<file path="config.mk">
export PLATFORM = sky130hd
export DESIGN_NAME = quadra_result_buf
export DESIGN_NICKNAME = d
export VERILOG_FILES = /design/src/rtl/quadra_result_buf.sv
export SDC_FILE = /design/constraint.sdc
export NUM_CORES = 1
export LEC_CHECK = 0
export ABC_CLOCK_PERIOD_IN_PS = 2400
export BUFFER_PORTS_ARGS = -buffer_cell sky130_fd_sc_hd__buf_2
export CAP_MARGIN = 20
export CORE_MARGIN = 5
export CORE_UTILIZATION = 45
export CTS_BUF_LIST = sky130_fd_sc_hd__clkbuf_4 sky130_fd_sc_hd__clkbuf_8 sky130_fd_sc_hd__clkbuf_16
export CTS_CLUSTER_DIAMETER = 60
export CTS_CLUSTER_SIZE = 14
export DETAILED_ROUTE_END_ITERATION = 8
export PLACE_DENSITY = 0.68
export SYNTH_ARGS = -nofsm -noshare
export SYNTH_HDL_FRONTEND = slang
export SYNTH_SLANG_ARGS = --single-unit
export TNS_END_PERCENT = 30
</file>
<file path="constraint.sdc">
create_clock -name clk -period 2.4 [get_ports clk]
set_input_delay 0.24 -clock clk [delete_from_list [all_inputs] [get_ports clk]]
set_output_delay 0.24 -clock clk [all_outputs]
set_load 0.01 [all_outputs]
</file>
<file path="src/rtl/quadra_result_buf.sv">
// Result buffer for the quadratic evaluator: a DEPTH-entry FIFO of {x operand, y result}
// pairs with an accepted-sample counter and a sticky overflow flag.
module quadra_result_buf #(
    parameter int DEPTH = 4,
    parameter int CNT_W = 16
) (
    input  logic                     clk,
    input  logic                     rst_n,
    input  logic                     in_valid,
    input  logic [23:0]              in_x,
    input  logic [24:0]              in_y,
    output logic                     in_ready,
    output logic                     out_valid,
    output logic [23:0]              out_x,
    output logic [24:0]              out_y,
    input  logic                     out_ready,
    output logic [$clog2(DEPTH):0]   level,
    output logic [CNT_W-1:0]         sample_cnt,
    output logic                     ovf_err,
    input  logic                     clr_err
);

    localparam int PTR_W = $clog2(DEPTH);
    localparam int LVL_W = PTR_W + 1;
    localparam int ENT_W = 49;

    logic [ENT_W-1:0] mem [DEPTH];
    logic [PTR_W-1:0] wr_ptr_p0;
    logic [PTR_W-1:0] rd_ptr_p0;
    logic [LVL_W-1:0] level_p0;
    logic [CNT_W-1:0] cnt_p0;
    logic             ovf_p0;
    logic             push;
    logic             pop;
    logic [ENT_W-1:0] head;

    // Occupancy update; push and pop are already qualified, so the result stays in 0..DEPTH.
    function automatic logic [LVL_W-1:0] next_level(input logic [LVL_W-1:0] cur,
                                                   input logic push_i,
                                                   input logic pop_i);
        logic [LVL_W-1:0] nxt;
        nxt = cur;
        if (push_i && !pop_i) begin
            nxt = cur + LVL_W'(1);
        end else if (pop_i && !push_i) begin
            nxt = cur - LVL_W'(1);
        end
        return nxt;
    endfunction

    assign in_ready  = (level_p0 != LVL_W'(DEPTH));
    assign out_valid = (level_p0 != '0);
    assign push      = in_valid && in_ready;
    assign pop       = out_valid && out_ready;

    // Storage is write-only from the push side; reset just makes it unreachable.
    always_ff @(posedge clk) begin
        if (rst_n && push) begin
            mem[wr_ptr_p0] <= {in_x, in_y};
        end
    end

    always_ff @(posedge clk) begin
        if (!rst_n) begin
            wr_ptr_p0 <= '0;
            rd_ptr_p0 <= '0;
            level_p0  <= '0;
            cnt_p0    <= '0;
        end else begin
            if (push) begin
                wr_ptr_p0 <= wr_ptr_p0 + PTR_W'(1);
                cnt_p0    <= cnt_p0 + CNT_W'(1);
            end
            if (pop) begin
                rd_ptr_p0 <= rd_ptr_p0 + PTR_W'(1);
            end
            level_p0 <= next_level(level_p0, push, pop);
        end
    end

    // A rejected push outranks a same-cycle clear so no overflow is ever lost.
    always_ff @(posedge clk) begin
        if (!rst_n) begin
            ovf_p0 <= 1'b0;
        end else if (in_valid && !in_ready) begin
            ovf_p0 <= 1'b1;
        end else if (clr_err) begin
            ovf_p0 <= 1'b0;
        end
    end

    assign head       = out_valid ? mem[rd_ptr_p0] : '0;
    assign out_x      = head[48:25];
    assign out_y      = head[24:0];
    assign level      = level_p0;
    assign sample_cnt = cnt_p0;
    assign ovf_err    = ovf_p0;

endmodule

</file>
# ---- Word level (Yosys, flattened, before mapping)
# Memories as Yosys holds them, arrays and structs flattened. A register that Yosys moved wholly into a read port is not among the register bits.
# Index checks and enable logic that the tools add are counted.
dict set report op_classes {
  add_sub_neg 5
  n_reduce_logical 12
  eq_ne 1
  mux 9
}
# cell count
set ops {}
lappend ops {{2-to-1 mux 49 bit} 1}
lappend ops {{adder 16 x 1 -> 16 bit (second input constant)} 1}
lappend ops {{logical AND 1 bit} 6}
lappend ops {{2-to-1 mux 3 bit} 2}
lappend ops {{adder 2 x 1 -> 2 bit (second input constant)} 2}
lappend ops {{2-to-1 mux 1 bit} 4}
lappend ops {{2-to-1 mux 2 bit} 2}
lappend ops {{nonzero test 2 bit} 2}
lappend ops {{adder 3 x 1 -> 3 bit (second input constant)} 1}
lappend ops {{zero test 1 bit} 3}
lappend ops {{!= test 3 bit (second input constant)} 1}
lappend ops {{nonzero test 3 bit} 1}
lappend ops {{subtractor 3 x 1 -> 3 bit (second input constant)} 1}
dict set report totals {
  mem_bits_rw 196
  regBits 24
  n_memories 1
  elab_cells 33
  input_bits 54
}
# name depth width rd rd_ports_with_merged_regs write_ports line
set mem_list {}
lappend mem_list {mem 4 49 1 1 1 27} ;# logic [ENT_W-1:0] mem [DEPTH];

# ---- Depth between registers and ports, before layout
# Gate-level depths: netlist of the first run.
dict set report logic_depth {
  depth_word 6
  ltp_mapped 10
  ltp_nobuf 9
}

# ---- Least setup slack after synthesis of the first run
# No wires, ideal clock.
dict set report synth_path {
  path_type {flip-flop to flip-flop}
  start {reg level_p0[0], in the netlist level[0]}
  end {mem mem[1][0], enable pin}
  period_less_slack_ns 2.667
  path_stages_with_launch 6
  t_arrival_ns 2.255
  required_time_ns 1.988
  setup_time_ns 0.412
  slack_ns -0.267
  cell_sequence {dfxtp_1 -> nor3b_2 -> inv_2 -> and2_1 -> buf_2 -> and3_1}
}
dict set report synth_via {
  elab_chain_cells 5
}
# item line
set synth_rtl {}
lappend synth_rtl {{from (decl)} 30} ;# logic [LVL_W-1:0] level_p0;
lappend synth_rtl {{from (signal assigned)} 77} ;# level_p0 <= next_level(level_p0, push, pop);
lappend synth_rtl {{!= test 3 bit} 51} ;# assign in_ready = (level_p0 != LVL_W'(DEPTH));
lappend synth_rtl {{via in_ready} 12} ;# output logic in_ready,
lappend synth_rtl {{logical AND 1 bit} 53} ;# assign push = in_valid && in_ready;
lappend synth_rtl {{via push} 33} ;# logic push;
lappend synth_rtl {{logical AND 1 bit} 58} ;# if (rst_n && push) begin
lappend synth_rtl {{2-to-1 mux 1 bit} 58}
lappend synth_rtl {{2-to-1 mux 1 bit (implied by the code)} 59} ;# mem[wr_ptr_p0] <= {in_x, in_y};
lappend synth_rtl {{to (decl)} 27}
# The timed path passes the listed nets, and every way through them passes these cells.

# ---- Final worst setup path of the first run
dict set report layout_path {
  start {reg level_p0[2], in the netlist level[2]}
  end {out out_y[7]}
}
dict set report layout_via {
  elab_chain_cells 2
}
# item line
set layout_rtl {}
lappend layout_rtl {{nonzero test 3 bit} 52} ;# assign out_valid = (level_p0 != '0);
lappend layout_rtl {{2-to-1 mux 49 bit} 92} ;# assign head = out_valid ? mem[rd_ptr_p0] : '0;
lappend layout_rtl {{to (decl)} 15} ;# output logic [24:0] out_y,
# No other way between the ends.

==> results of run 1 <==
-- state kept, by name (all words and copies together), names as in the netlist, named ones only --
name / count
ovf_err: 1
wr_ptr_p0: 2
mem: 196
sample_cnt: 16
rd_ptr_p0: 2
level: 3
-- layout make-up --
class	instances	area [um2]	share of cell area [%]
Sequential cell	222	6410	60.3
Clock buffer	33	581	5.46
Multi-Input combinational cell	194	2070	19.5
Inverter	6	22.5	0.212
Tap cell	234	293	2.75
Antenna cell	2	5.00	0.0471
Timing Repair Buffer	187	1250	11.8
-- per-stage QoR --
step | TNS (ps) | setup WS (ps) | power (uW) | utilization, %
6_report | 0 | 121 | 10500 | 56.7
5_1_grt | 0 | 28.6 | 11100 | 56.7
4_1_cts | 0 | 8.28 | 10600 | 56.4
3_5_place_dp | 0 | 113 | 7690 | 50.8
3_3_place_gp | 0 | 223 | 7630 | 50.8
2_1_floorplan | -26110 | -266 | 6610 | -
-- critical path, stage by stage, from the launching register on --
cell,delay [ps]
dfxtp_1,340
or3_2,510
buf_4,320
and2_1,240
buf_2,150
-- routing by layer --
metal | track usage (%) | vias up | part of all wire, % | wire length (um)
li1 | - | 2113 | - | -
met1 | 20.3 | 2355 | 44 | 7330
met3 | 3.60 | 24 | 6.6 | 1110
met5 | 0 | - | 0 | 0
met2 | 25.4 | 141 | 48 | 8110
met4 | 3.56 | 0 | 1.6 | 265
-- what timing repair did --
action,4_1_cts,5_1_grt
hold buffers,48,0
setup endpoints to repair,0,28
endpoints found under the hold margin,192,0
resized for setup,0,4
-- where the power goes --
part	internal, uW	total [uW]	switching, uW
logic	1470	3080	1610
clock network	1640	2850	1210
registers	4480	4590	107
-- worst min-delay path by stage --
stage            start    endpoint  slack (ps)  cells past startpoint
6_report       in_x[7]  mem[1][32]          20                      1
5_1_grt        in_x[7]  mem[1][32]          10                      1
4_1_cts        in_x[7]  mem[1][32]           5                      1
3_5_place_dp   in_y[1]   mem[3][1]         460                      1
3_3_place_gp   in_x[3]  mem[2][28]         450                      1
2_1_floorplan  in_y[0]   mem[0][0]         340                      0
-- placed cells by master (no fill, tap or decap), types with 5 or more instances in the layout --
cell type / count
a21oi_1: 7
and2_1: 50
buf_2: 124
buf_4: 13
clkbuf_16: 20
clkbuf_4: 14
dfxtp_1: 24
dlygate4sd3_1: 48
edfxtp_1: 196
ha_1: 5
inv_1: 5
mux4_2: 47
nand3_1: 7
nor2_1: 17
o21ai_0: 6
or3_1: 6
xor2_1: 9
-- kinds of logic (layout without fill, tap and decap cells) --
kind of cell | Yosys count | after routing | synth area share (%)
AOI/OAI and AO/OA | 15 | 15 | 0.957
xor gates and xnor gates | 13 | 13 | 1.32
adders and majority gates | 7 | 7 | 1.10
buffers and inverters | 27 | 226 | 1.86
DFF | 222 | 222 | 74.3
muxes | 53 | 53 | 13.3
other | 0 | 2 | 0
and+or+nand+nor | 106 | 106 | 7.15
==> results.yml, run 1 <==
timing:
  skew_ps: 6.96
  final_hold_viol_count: 0
  drv_slew: 0
  max_freq_mhz: 439
  post-route-period-util_pct: 95.0
  worst_pin_slew_ps: 712
  rsz0062_at_grt: "no"
  final-setup-viol-count: 0
  hold_ws_ps: 21.4
  final.min_clock_period_ps: 2280
  slew_headroom_pct: 52.5
setup_path:
  critPathRequiredTime_ps: 2160
  crit_start: "level[2]"
  r2r-start: "level[2]"
  critPathMaxFanout: 51
  end_kind: "output pin"
  rr_endpoint: "level[2]"
  start_kind: "flop"
  r2r_slack_ps: 160
  r2r_cells: 8
  arrival_ps: 2040
  crit_end: "out_y[7]"
  crit_type: "reg -> out"
placement:
  dp_cells: 794
  place_area_mm2: 0.00953
  dp_hpwl_mm: 10.2
  gp_congestion: 0.850
  numPortBuffers: 124
power_and_ir_drop:
  p_per_area_mw_per_mm2: 989
  p_leak_uw: 0.00379
  max-vdd-ir-drop_mv: 0.511
yosys:
  avgSynthCellArea_um2: 19.5
  synth.area.top_cells: "edfxtp_1 68%, mux4_2 12%, dfxtp_1 6.0%, and2_1 3.6%, xor2_1 0.91%"
  yosysMostFrequentCell: "edfxtp_1"
  synth_area_leader_cell: "edfxtp_1"
  yosys_warnings: 0
  synthCells: 443
  yosys.area.top_type_share_pct: 68.2
  syn-num-nets: 504
  ys_seq_area_share_pct: 74.3
  synth-seq-cells: 222
  synth-edff-count: 196
  syn_area_mm2: 0.00863
  synth_top_cells_by_count: "196 x edfxtp_1, 50 x and2_1, 47 x mux4_2"
  synthArstFlopShare_pct: 0
  synthFlopType: "edfxtp_1"
  ys_types: 36
grt:
  grt_max_degree: 52
  grt_pass1_vias: 4942
  antenna_found_initial: 1
  overflow: 0
  grt_usage_pct: 15.2
  grt_first_pass_wirelength_mm: 26.3
routing:
  drc: 0
  via_per_inst: 5.28
  ant_nets: 0
  wirelength_mm: 16.8
  drt-pass1-iter-count: 5
  drt_iter0_markers: 315
  wl_per_cell_um: 19.2
  vias: 4633
clocking:
  cts_root_buf: "clkbuf_16"
  clk_latency_ps: 470
  cts_tree: "done"
  cts_setup_buffers: 0
  clockBufferDepth: 3
  path_clk_slew_ps: 60
  cts_made_buffers: 19
  cts.sinks: 222
  h-tree-depth: 1
final_layout:
  drive_gt1_share_pct: 36.3
  nFillCells: 1439
  fin_cells: 878
  nets: 691
  syn2layout_area_growth_pct: 23.3
  final_area_mm2: 0.0106
die:
  core_region_area_mm2: 0.0188
  pin_count: 125
  start_util_pct: 46.0
  die_width_um: 148
  die-area_mm2: 0.0220
  die_h_um: 148
  rows: 50
status:
  status: "completed"
job:
  max_cap_violations: 0
min_path:
  hp-class: "in -> reg"
No activity file was read; power rests on OpenSTA's default activity.
==> run 2, diff against run 1 <==
--- a/config.mk
+++ b/config.mk
@@ -8,6 +8,7 @@
 export ABC_CLOCK_PERIOD_IN_PS = 2400
 export BUFFER_PORTS_ARGS = -buffer_cell sky130_fd_sc_hd__buf_2
 export CAP_MARGIN = 20
+export CORE_ASPECT_RATIO = 2
 export CORE_MARGIN = 5
 export CORE_UTILIZATION = 45
 export CTS_BUF_LIST = sky130_fd_sc_hd__clkbuf_4 sky130_fd_sc_hd__clkbuf_8 sky130_fd_sc_hd__clkbuf_16
==> run 2 against run 1 <==
Non-clock buffer count down 3. Combinational power about the same. Clock power is essentially flat. Critical endpoint is now level[2].
==> results.yml, run 2 (synthesis results as in run 1) <==
status:
  status: "completed"
routing:
  wl_met2_mm: 9.65
  drt_iter0_markers: 220
  wl_met3_um: 790
  wirelength_mm: 17.1
  drc: 0
  vias: 4570
  wl_met1_mm: 6.42
  ant_nets: 0
  wl_per_cell_um: 19.1
  via_per_inst: 5.11
  top_layer_used: "met4"
  drt-pass1-iter-count: 4
placement:
  dp_cells: 818
  numPortBuffers: 124
  dp_hpwl_mm: 11.0
  gp_congestion: 0.764
setup_path:
  r2r_slack_ps: 100
  crit_start: "level[2]"
  r2r_cells: 8
  critPathMaxFanout: 5
  critPathRequiredTime_ps: 2790
  crit_end: "level[2]"
  arrival_ps: 2700
  end_kind: "flop"
  rr_endpoint: "level[2]"
  crit_type: "reg -> reg"
  start_kind: "flop"
  r2r-start: "level[2]"
final_layout:
  largest_reg_flops: 196
  regMostFlops: "mem"
  antenna_cells: 0
  drive_gt1_share_pct: 36.3
  syn2layout_area_growth_pct: 23.3
  nets: 688
  layout_common_cells: "196 x edfxtp_1, 124 x buf_2, 50 x and2_1"
  fin_util_pct: 56.5
  layout_commonest_cell: "edfxtp_1"
  fin_cells: 894
timing:
  post-route-period-util_pct: 96.0
  rsz0062_at_grt: "no"
  tns_ps: 0
  final-setup-viol-count: 0
  final_hold_viol_count: 0
  final.min_clock_period_ps: 2300
  worst_pin_slew_ps: 730
  slew_headroom_pct: 51.3
  skew_ps: 15.7
  max_freq_mhz: 434
  drv_slew: 0
min_path:
  hp-class: "in -> reg"
  min-delay-start: "in_x[2]"
clocking:
  clk_latency_ps: 470
  cts_made_buffers: 19
  cts_tree: "done"
  h-tree-depth: 1
  cts_root_buf: "clkbuf_16"
  clockBufferDepth: 3
  path_clk_slew_ps: 60
  cts.sinks: 222
power_and_ir_drop:
  p_per_area_mw_per_mm2: 989
  p_leak_uw: 0.00378
  max-vdd-ir-drop_mv: 0.943
  fin_total_pwr_uw: 10500
die:
  core_region_area_mm2: 0.0188
  rows: 71
  die-area_mm2: 0.0222
  die_h_um: 206
  die_width_um: 108
  start_util_pct: 45.8
  pin_count: 125
grt:
  grt_max_degree: 52
  overflow: 0
  antenna_found_initial: 0
  grt_usage_pct: 15.7
  grt_pass1_vias: 4967
  grt_first_pass_wirelength_mm: 27.0
job:
  max_cap_violations: 0
## run 2: final cells by class
class                      instances  area [um2]
clock inverter                     1        3.75
inverter                           6        22.5
sequential                       222        6410
fill                            1515        8190
timing repair buffer             184        1240
tap                              255         319
clock buffer                      32         573
multi-input combinational        194        2070
## run 2: critical path, stage by stage (launching register included)
cell	delay (ps)
dfxtp_1	330
or3_2	500
nand2_1	130
ha_2	200
inv_1	60
fa_1	400
xor2_1	170
or3_1	310
a21oi_1	130
## run 2: routing by layer
| layer | track usage (%) | vias up |
|---|---|---|
| li1 | - | 2104 |
| met1 | 18.0 | 2330 |
| met2 | 30.0 | 119 |
| met3 | 2.67 | 17 |
| met4 | 3.39 | 0 |
| met5 | 0 | - |
## run 2: how the worst min path moves through the flow
stage                             to  cells past startpoint
after floorplan            mem[0][0]                      0
after global placement    mem[0][20]                      1
after detailed placement  mem[3][37]                      1
after CTS                 mem[3][23]                      1
after global routing      mem[3][27]                      1
final                     mem[1][27]                      1
## run 2: timing repair
action | in CTS | in global routing
hold buffers | 42 | 1
resized for setup | 0 | 1
buffers inserted | 0 | 0
hold endpoints to repair | 159 | 4
endpoints found under the setup margin | 0 | 1
## run 2: report_power, final
group / switching (uW) / internal (uW) / leakage (uW)
clock network: 1240 / 1630 / 0.000296
registers: 110 / 4480 / 0.00199
logic: 1600 / 1470 / 0.00149
## run 2: stage by stage
step           hold slack, ps  cell area [um2]  setup slack (ps)
2_1_floorplan             339             8630              -266
3_3_place_gp              453             9630               198
3_5_place_dp              463             9630               115
4_1_cts                 0.192            10600              79.9
5_1_grt                  2.35            10600             0.997
6_report                 19.5            10600              96.0
